<file path="src/rtl/pwm_pkg.sv">
// Shared PWM link constants: duty resolution, widths and
// decoder FSM encoding used by both generator and decoder.
package pwm_pkg;

  localparam int DUTY_STEPS     = 10;
  localparam int DUTY_COUNT_MAX = DUTY_STEPS - 1;
  localparam int DUTY_W         = 4;

  typedef enum logic [1:0] {
    ST_IDLE    = 2'd0,
    ST_MEASURE = 2'd1,
    ST_STUCK   = 2'd2
  } dec_state_e;

endpackage

</file>
<file path="src/rtl/duty_quantizer.sv">
// Two-stage H/P -> tenths pipeline: stage 1 forms the rounded
// numerator, stage 2 counts multiples of P that fit under it.
module duty_quantizer
  import pwm_pkg::*;
#(
  parameter int CNT_W = 8
) (
  input  logic              clk,
  input  logic              reset_n,
  input  logic              start,
  input  logic [CNT_W-1:0]  high_cnt,
  input  logic [CNT_W-1:0]  period_cnt,
  output logic [DUTY_W-1:0] duty,
  output logic [CNT_W-1:0]  period,
  output logic              valid
);

  localparam int NW = CNT_W + 4;

  logic [NW-1:0]     h_x;
  logic [NW-1:0]     n_next;
  logic [NW-1:0]     n_q;
  logic [CNT_W-1:0]  p_q;
  logic              v1_q;
  logic [NW-1:0]     acc;
  logic [DUTY_W-1:0] k_cnt;

  // H*10 as (H<<3)+(H<<1); P>>1 makes the count round to nearest
  assign h_x    = NW'(high_cnt);
  assign n_next = (h_x << 3) + (h_x << 1) + NW'(period_cnt >> 1);

  always_ff @(posedge clk or negedge reset_n) begin
    if (!reset_n) begin
      n_q  <= '0;
      p_q  <= '0;
      v1_q <= 1'b0;
    end else begin
      v1_q <= start;
      if (start) begin
        n_q <= n_next;
        p_q <= period_cnt;
      end
    end
  end

  always_comb begin
    acc   = '0;
    k_cnt = '0;
    for (int k = 0; k <= DUTY_COUNT_MAX; k++) begin
      acc = acc + NW'(p_q);
      if (acc <= n_q) k_cnt = k_cnt + DUTY_W'(1);
    end
  end

  always_ff @(posedge clk or negedge reset_n) begin
    if (!reset_n) begin
      duty   <= '0;
      period <= '0;
      valid  <= 1'b0;
    end else begin
      valid <= v1_q;
      if (v1_q) begin
        duty   <= k_cnt;
        period <= p_q;
      end
    end
  end

endmodule

</file>
<file path="src/rtl/pwm_duty_decoder.sv">
// PWM receive end: synchronizes pwm_in, measures period/high time
// between rising edges and reports duty in tenths or a stuck level.
module pwm_duty_decoder
  import pwm_pkg::*;
#(
  parameter int CNT_W          = 8,
  parameter int TIMEOUT_CYCLES = 64,
  parameter int SYNC_STAGES    = 2
) (
  input  logic              clk,
  input  logic              reset_n,
  input  logic              pwm_in,
  output logic [DUTY_W-1:0] duty_out,
  output logic [CNT_W-1:0]  period_out,
  output logic              duty_valid_out,
  output logic              stuck_out
);

  localparam logic [CNT_W-1:0] CNT_MAX = '1;
  localparam logic [CNT_W-1:0] TMO     = CNT_W'(TIMEOUT_CYCLES);

  logic [SYNC_STAGES-1:0] sync_q;
  logic                   pwm_s;
  logic                   pwm_s_d;
  logic                   rise;
  logic                   fall;
  logic                   timeout;
  logic [CNT_W-1:0]       period_cnt;
  logic [CNT_W-1:0]       high_cnt;
  dec_state_e             state_q;
  dec_state_e             state_d;
  logic                   start;
  logic                   stuck_fire;
  logic                   clr_period;
  logic                   stuck_q;
  logic                   stuck_lvl_q;
  logic                   stuck_strobe_q;
  logic [DUTY_W-1:0]      q_duty;
  logic [CNT_W-1:0]       q_period;
  logic                   q_valid;

  assign pwm_s   = sync_q[SYNC_STAGES-1];
  assign rise    = pwm_s & ~pwm_s_d;
  assign fall    = ~pwm_s & pwm_s_d;
  assign timeout = (period_cnt == TMO);

  always_ff @(posedge clk or negedge reset_n) begin
    if (!reset_n) begin
      sync_q  <= '0;
      pwm_s_d <= 1'b0;
    end else begin
      sync_q  <= {sync_q[SYNC_STAGES-2:0], pwm_in};
      pwm_s_d <= pwm_s;
    end
  end

  always_ff @(posedge clk or negedge reset_n) begin
    if (!reset_n) begin
      period_cnt <= '0;
      high_cnt   <= '0;
    end else if (rise) begin
      period_cnt <= CNT_W'(1);
      high_cnt   <= CNT_W'(1);
    end else begin
      if (clr_period)
        period_cnt <= '0;
      else if (period_cnt != CNT_MAX)
        period_cnt <= period_cnt + CNT_W'(1);
      if (pwm_s && high_cnt != CNT_MAX)
        high_cnt <= high_cnt + CNT_W'(1);
    end
  end

  always_ff @(posedge clk or negedge reset_n) begin
    if (!reset_n) state_q <= ST_IDLE;
    else          state_q <= state_d;
  end

  // rise has priority over a coincident timeout
  always_comb begin
    state_d    = state_q;
    start      = 1'b0;
    stuck_fire = 1'b0;
    clr_period = 1'b0;
    unique case (state_q)
      ST_IDLE: begin
        if (rise) begin
          state_d = ST_MEASURE;
        end else if (timeout) begin
          stuck_fire = 1'b1;
          state_d    = ST_STUCK;
        end
      end
      ST_MEASURE: begin
        if (rise) begin
          start = 1'b1;
        end else if (timeout) begin
          stuck_fire = 1'b1;
          state_d    = ST_STUCK;
        end
      end
      ST_STUCK: begin
        if (rise) begin
          state_d = ST_MEASURE;
        end else if (fall) begin
          clr_period = 1'b1;
          state_d    = ST_IDLE;
        end
      end
      default: state_d = ST_IDLE;
    endcase
  end

  duty_quantizer #(
    .CNT_W(CNT_W)
  ) u_quant (
    .clk       (clk),
    .reset_n   (reset_n),
    .start     (start),
    .high_cnt  (high_cnt),
    .period_cnt(period_cnt),
    .duty      (q_duty),
    .period    (q_period),
    .valid     (q_valid)
  );

  always_ff @(posedge clk or negedge reset_n) begin
    if (!reset_n) begin
      stuck_q        <= 1'b0;
      stuck_lvl_q    <= 1'b0;
      stuck_strobe_q <= 1'b0;
    end else begin
      stuck_strobe_q <= stuck_fire;
      if (stuck_fire) begin
        stuck_q     <= 1'b1;
        stuck_lvl_q <= pwm_s;
      end else if (q_valid) begin
        stuck_q <= 1'b0;
      end
    end
  end

  // a fresh quantizer result overrides a held stuck report
  assign stuck_out      = stuck_q & ~q_valid;
  assign duty_out       = stuck_out ?
                          (stuck_lvl_q ? DUTY_W'(DUTY_STEPS) : '0) :
                          q_duty;
  assign period_out     = stuck_out ? '0 : q_period;
  assign duty_valid_out = q_valid | stuck_strobe_q;

endmodule

</file>
<file path="config.mk">
export PLATFORM = sky130hd
export DESIGN_NAME = pwm_duty_decoder
export DESIGN_NICKNAME = d
export VERILOG_FILES = /design/src/rtl/pwm_pkg.sv /design/src/rtl/duty_quantizer.sv /design/src/rtl/pwm_duty_decoder.sv
export SDC_FILE = /design/constraint.sdc
export NUM_CORES = 1
export LEC_CHECK = 0
export ABC_AREA = 1
export CORE_ASPECT_RATIO = 1.2
export CORE_MARGIN = 3
export CORE_UTILIZATION = 43
export CTS_CLUSTER_SIZE = 14
export DETAILED_ROUTE_END_ITERATION = 10
export SETUP_SLACK_MARGIN = 0.05
export SLEW_MARGIN = 20
export SYNTH_ARGS = -nofsm -noshare
export SYNTH_HDL_FRONTEND = slang
export SYNTH_HIERARCHICAL = 1
export SYNTH_SLANG_ARGS = --single-unit
</file>
<file path="constraint.sdc">
create_clock -name clk -period 10.58 [get_ports clk]
set_input_delay 1.058 -clock clk [delete_from_list [all_inputs] [get_ports clk]]
set_output_delay 1.058 -clock clk [all_outputs]
set_load 0.01 [all_outputs]
</file>
==> results.py, run 1 <==
metrics = {
    "synth": {
        "synth_top_area_share_pct": 24.8,
        "netlist_instances": 1350,
        "synth.avg_cell_area_um2": 6.77,
        "async_flop_share_pct": 100,
        "synth_most_common_cell": "nand2_1",
        "synth_flop_cell": "dfrtp_1",
        "synth-seq-area-share_pct": 15.6,
        "ys_warn_count": 6,
        "synth_edf_count": 0,
        "yosys-top-cells-area": "ha_1 25%, dfrtp_1 16%, nand2_1 14%",
        "synth_commonest_cells": "341 x nand2_1, 207 x inv_1, 181 x ha_1",
        "synth_seq_cells": 57,
        "syn-num-nets": 1547,
        "synth_cell_types": 47,
        "synth_top_cell_by_area": "ha_1",
        "synth_area_um2": 9140,
    },
    "cts": {
        "cts_setup_buffers": 0,
        "clock_sinks": 57,
        "clockRootBuffer": "clkbuf_16",
        "clk_path_buf_depth": 2,
        "cts_tree": "done",
        "cts-buffers-inserted": 9,
        "cts.htree.levels": 3,
        "clk_latency_ns": 0.33,
        "hold_buffers": 0,
        "clk_pin_slew_ns": 0.05,
    },
    "detailed_routing": {
        "viasPerCell": 5.06,
        "drt-initial-drc-count": 350,
        "drc": 0,
        "firstDrtPassIters": 5,
        "wire_per_inst_um": 14.7,
        "ant_nets": 0,
        "routed_wl_um": 24100,
        "num_vias": 8333,
    },
    "cells_and_area": {
        "post_route_cells_drive_above_1_share_pct": 6.95,
        "multiInputGateArea_um2": 6840,
        "final_cell_area_um2": 9980,
        "nets": 1574,
        "ff_latch_area_um2": 1430,
        "antenna_cells": 0,
        "nFillCells": 2114,
        "flow.area_growth_from_synthesis_pct": 9.21,
        "instances_no_fill": 1646,
    },
    "worst_setup_path": {
        "max_stage_delay_ns": 0.55,
        "cp_max_fo": 9,
        "setup.worst_path.end_class": "flop",
        "crit_top_cell": "inv_1",
        "critPathTopFamily": "adder cells",
        "crit_cells": 54,
        "critPathLaunchType": "flop",
        "r2r_cells": 54,
        "crit_type": "reg2reg",
        "path_buf_inv": 14,
        "cp.required_ns": 10.80,
        "slowest_stage": "dfrtp_1",
        "cp.arrival_ns": 9.60,
    },
    "sta": {
        "tightest_slew_ns": 0.800,
        "drv_slew": 0,
        "rsz0062_at_grt": "false",
        "setup_viol": 0,
        "slew_headroom_pct": 46.1,
        "max_freq_mhz": 107,
        "tns_ns": 0,
        "finalHoldViolCount": 0,
        "clock_skew_ns": 0.00792,
        "min_period_over_period_pct": 88.7,
        "post-route-min-period_ns": 9.38,
    },
    "die": {
        "dieWidth_um": 139,
        "initial_utilization_pct": 44.5,
        "rows": 57,
        "die_area_um2": 23000,
        "design.portCount": 17,
        "fp.coreArea_um2": 20500,
        "chipHeight_um": 166,
    },
    "global_routing": {
        "track_usage_pct": 21.0,
        "grt_pass1_vias": 8087,
        "antenna_found_initial": 0,
        "grt_pass1_wl_um": 39700,
        "grt_overflow_total": 0,
        "grt_max_degree": 58,
    },
    "placed_design": {
        "placed_cells": 1631,
        "hpwl_um": 19300,
        "io_buffer_count": 16,
        "place_area_um2": 9650,
        "gp_congestion": 0.950,
    },
    "job": {
        "drv_cap": 0,
    },
    "worst_hold_path": {
        "hold_depth": 0,
        "min_path_type": "reg2reg",
    },
    "run_status": {
        "status": "completed",
    },
}
path summary, 6_finish.rpt:
path	from	to	slack [ns]
min in group asynchronous	reset_n	state_q[0]$_DFFE_PN0P_	0.88
min	sync_q[0]$_DFF_PN0_	sync_q[1]$_DFF_PN0_	0.36
min reg2reg	sync_q[0]$_DFF_PN0_	sync_q[1]$_DFF_PN0_	0.36
max in group asynchronous	reset_n	u_quant/n_q[0]$_DFFE_PN0P_	9.17
max	u_quant/p_q[0]$_DFFE_PN0P_	u_quant/duty[3]$_DFFE_PN0P_	1.20
max reg2reg	u_quant/p_q[0]$_DFFE_PN0P_	u_quant/duty[3]$_DFFE_PN0P_	1.20
registers in the layout, summed over array words and instances (netlist names):
name,count
high_cnt,8
period_cnt,8
pwm_s_d,1
state_q,2
stuck_lvl_q,1
stuck_q,1
stuck_strobe_q,1
sync_q,2
u_quant/duty,4
u_quant/n_q,12
u_quant/p_q,7
u_quant/period,8
u_quant/v1_q,1
u_quant/valid,1
cell type report:
class,instances,share of cell area (%)
tap,265,3.32
clock buffer,9,2.26
clock inverter,6,1.08
sequential,57,14.3
inverter,222,8.39
multi-input combinational,1064,68.6
timing repair buffer,23,2.08
timing repair:
| item | in CTS | in global routing |
|---|---|---|
| endpoints found under the hold margin | 0 | 0 |
| setup endpoints to repair | 0 | 4 |
| gates resized for setup | 0 | 2 |
logic make-up (layout without fill, tap and decap cells):
family	count (synthesis)	count (layout)	share of synthesized area [%]
adder cells (fa/ha/maj)	194	194	27.6
buffers and inverters	229	260	9.50
AO/OA/AOI/OAI	207	207	12.2
flip-flops	57	57	15.6
XOR/XNOR	51	51	4.97
AND/OR/NAND/NOR	611	611	30.0
other	1	1	0.0410
layout by cell type, fill, tap and decap left out, drive strengths merged, types with 2 or more instances in the layout:
cell,Yosys,layout
nand2,369,369
inv,221,221
ha,181,181
a21oi,107,107
nor2,95,95
nand3,91,91
o21ai,73,73
dfrtp,57,57
xnor2,26,26
xor2,25,25
nand4,19,19
clkdlybuf4s50,0,15
nor3,14,14
fa,13,13
nand3b,11,11
clkbuf,5,9
buf,2,8
o31ai,7,7
o21bai,7,7
or2,6,6
clkinv,1,3
bufinv,0,3
o21a,3,3
o211ai,3,3
and2,2,2
o22ai,2,2
nor3b,2,2
metrics by stage:
stage | util [%] | hold WS, ns | worst slack [ns]
floorplan | - | 0.331 | 2.23
global placement | 47.0 | 0.349 | 1.01
detailed placement | 47.0 | 0.339 | 0.860
CTS | 48.6 | 0.361 | 0.806
global route | 48.6 | 0.376 | 0.184
finish | 48.6 | 0.359 | 1.20
layer usage:
layer | up-vias | share of wire [%] | global-route usage (%)
met4 | 0 | 2.9 | 6.47
met5 | - | 0 | 0
met3 | 34 | 1.6 | 1.59
met1 | 3751 | 45 | 25.7
met2 | 79 | 50 | 38.8
li1 | 4469 | - | -
Power of run 1 is not shown: default switching activity piles up to over one toggle a cycle in this logic, so the estimate is an artifact.
==> run 2, diff against run 1 <==
SYNTH_HIERARCHICAL = not set   (was 1)
==> run 2 against run 1 <==
  * Hold slack better by 0.0015 ns
  * Non-clock buffer count increased by 1
  * Largest cell class unchanged
  * First-iteration DRC count rose by 6.0%
  * Cell area down 1.1%
==> results.py, run 2 <==
metrics = {
    "cells_and_area": {
        "largest_register": "u_quant.n_q",
        "final_cell_mix": "286 x nand2_1, 228 x inv_1, 180 x ha_1, 98 x a21oi_1, 94 x nor2_1",
        "largest_register_ff_count": 11,
        "post_route_cells_drive_above_1_share_pct": 6.88,
        "nets": 1531,
        "flow.area_growth_from_synthesis_pct": 9.32,
        "nFillCells": 2081,
        "final_common_cell": "nand2_1",
        "antenna_cells": 0,
    },
    "synth": {
        "synth_top_area_share_pct": 25.1,
        "synth_top_cell_by_area": "ha_1",
        "synth_flop_cell": "dfrtp_1",
        "synth.avg_cell_area_um2": 6.92,
        "synth_commonest_cells": "286 x nand2_1, 229 x inv_1, 181 x ha_1",
        "async_flop_share_pct": 100,
        "ys_warn_count": 0,
        "synth_cell_types": 49,
        "syn-num-nets": 1503,
        "netlist_instances": 1306,
        "synth_edf_count": 0,
        "yosys-top-cells-area": "ha_1 25%, dfrtp_1 16%, nand2_1 12%",
        "synth_area_um2": 9030,
        "synth_most_common_cell": "nand2_1",
        "synth_seq_cells": 57,
        "synth-seq-area-share_pct": 15.8,
    },
    "die": {
        "rows": 57,
        "die_area_um2": 22800,
        "chipHeight_um": 165,
        "dieWidth_um": 138,
        "fp.coreArea_um2": 20500,
        "design.portCount": 17,
        "initial_utilization_pct": 44.1,
    },
    "sta": {
        "drv_slew": 0,
        "rsz0062_at_grt": "false",
        "max_freq_mhz": 103,
        "setup_viol": 0,
        "min_period_over_period_pct": 91.9,
        "finalHoldViolCount": 0,
        "tns_ns": 0,
        "clock_skew_ns": 0.00691,
        "post-route-min-period_ns": 9.72,
        "slew_headroom_pct": 50.5,
        "tightest_slew_ns": 0.743,
    },
    "global_routing": {
        "grt_max_degree": 58,
        "top_usage_layer": "met2",
        "grt_overflow_total": 0,
        "use_met1_pct": 23.8,
        "antenna_found_initial": 0,
        "grt_pass1_wl_um": 38300,
        "grt_util_met2_pct": 40.3,
        "grt_use_met3_pct": 1.94,
        "track_usage_pct": 20.7,
        "grt_pass1_vias": 7895,
    },
    "detailed_routing": {
        "num_vias": 8223,
        "viasPerCell": 5.13,
        "ant_nets": 0,
        "wire_per_inst_um": 14.6,
        "drc": 0,
        "firstDrtPassIters": 7,
        "routed_wl_um": 23300,
        "drt-initial-drc-count": 371,
    },
    "worst_setup_path": {
        "reg2reg_slack_ns": 0.86,
        "slowest_stage": "dfrtp_4",
        "critPathLaunchType": "flop",
        "max_stage_delay_ns": 0.54,
        "crit_type": "reg2reg",
        "crit_top_cell": "nand2_1",
        "cp.required_ns": 10.76,
        "cp_max_fo": 13,
        "cp.arrival_ns": 9.90,
        "setup.worst_path.end_class": "flop",
    },
    "worst_hold_path": {
        "min_path_type": "reg2reg",
    },
    "cts": {
        "clk_latency_ns": 0.32,
        "clk_path_buf_depth": 2,
        "clock_sinks": 57,
        "cts_tree": "done",
        "hold_buffers": 0,
        "cts-buffers-inserted": 9,
        "clockRootBuffer": "clkbuf_16",
        "clk_pin_slew_ns": 0.05,
        "cts.htree.levels": 3,
    },
    "placed_design": {
        "io_buffer_count": 16,
        "gp_congestion": 0.916,
        "hpwl_um": 19100,
    },
    "job": {
        "drv_cap": 0,
    },
    "run_status": {
        "status": "completed",
    },
}
## run 2: worst max-delay path, delay by kind of cell, from the launching register on
kind,cells,cell delay [ns]
buffers and inverters,12,0.95
AOI/OAI and AO/OA,10,1.61
xor gates and xnor gates,4,0.66
and+or+nand+nor,20,2.48
DFF,1,0.54
adders and majority gates,10,3.35
## run 2: layout make-up
class	instances	area (um^2)	share of cell area (%)
clock buffer	9	225	2.28
clock inverter	6	83.8	0.849
inverter	234	885	8.96
multi-input combinational	1008	6700	67.9
sequential	57	1430	14.5
tap	265	332	3.36
timing repair buffer	24	215	2.18
## run 2: path summary, 6_finish.rpt
path	start	endpoint	cells past startpoint
setup / recovery	u_quant.p_q[1]$_DFFE_PN0P_	u_quant.duty[1]$_DFFE_PN0P_	56
hold / removal	sync_q[0]$_DFF_PN0_	sync_q[1]$_DFF_PN0_	0
setup reg to reg	u_quant.p_q[1]$_DFFE_PN0P_	u_quant.duty[1]$_DFFE_PN0P_	56
hold reg to reg	sync_q[0]$_DFF_PN0_	sync_q[1]$_DFF_PN0_	0
max in group asynchronous	reset_n	u_quant.p_q[1]$_DFFE_PN0P_	2
min in group asynchronous	reset_n	sync_q[0]$_DFF_PN0_	2
## run 2: routing by layer
layer,part of all wire (%),wire [um]
met2,52,12100
met3,2.3,527
met1,43,10000
met4,3.0,706
met5,0,0
## run 2: logic make-up after synthesis
group                    count (synthesis)  synth area share, %
XOR/XNOR                                49                 4.84
flip-flops                              57                 15.8
adder cells (fa/ha/maj)                194                 28.0
other                                    1               0.0415
AO/OA/AOI/OAI                          219                 13.5
AND/OR/NAND/NOR                        545                 27.8
buffers and inverters                  241                 10.0
## run 2: timing repair
action / 4_1_cts / 5_1_grt
buffers inserted: 0 / 2
gates resized for setup: 0 / 7
endpoints found under the setup margin: 0 / 4
## run 2: metrics by stage
stage,instances,worst slack (ns),hold WS (ns),utilization [%],instance area [um^2]
floorplan,1306,2.03,0.331,-,9030
global placement,1586,0.583,0.346,46.6,9540
detailed placement,1586,0.509,0.338,46.6,9540
CTS,1601,0.490,0.359,48.1,9850
global route,1603,0.0676,0.363,48.2,9870
finish,1603,0.861,0.361,48.2,9870
Power of run 2 is left out for the same reason.
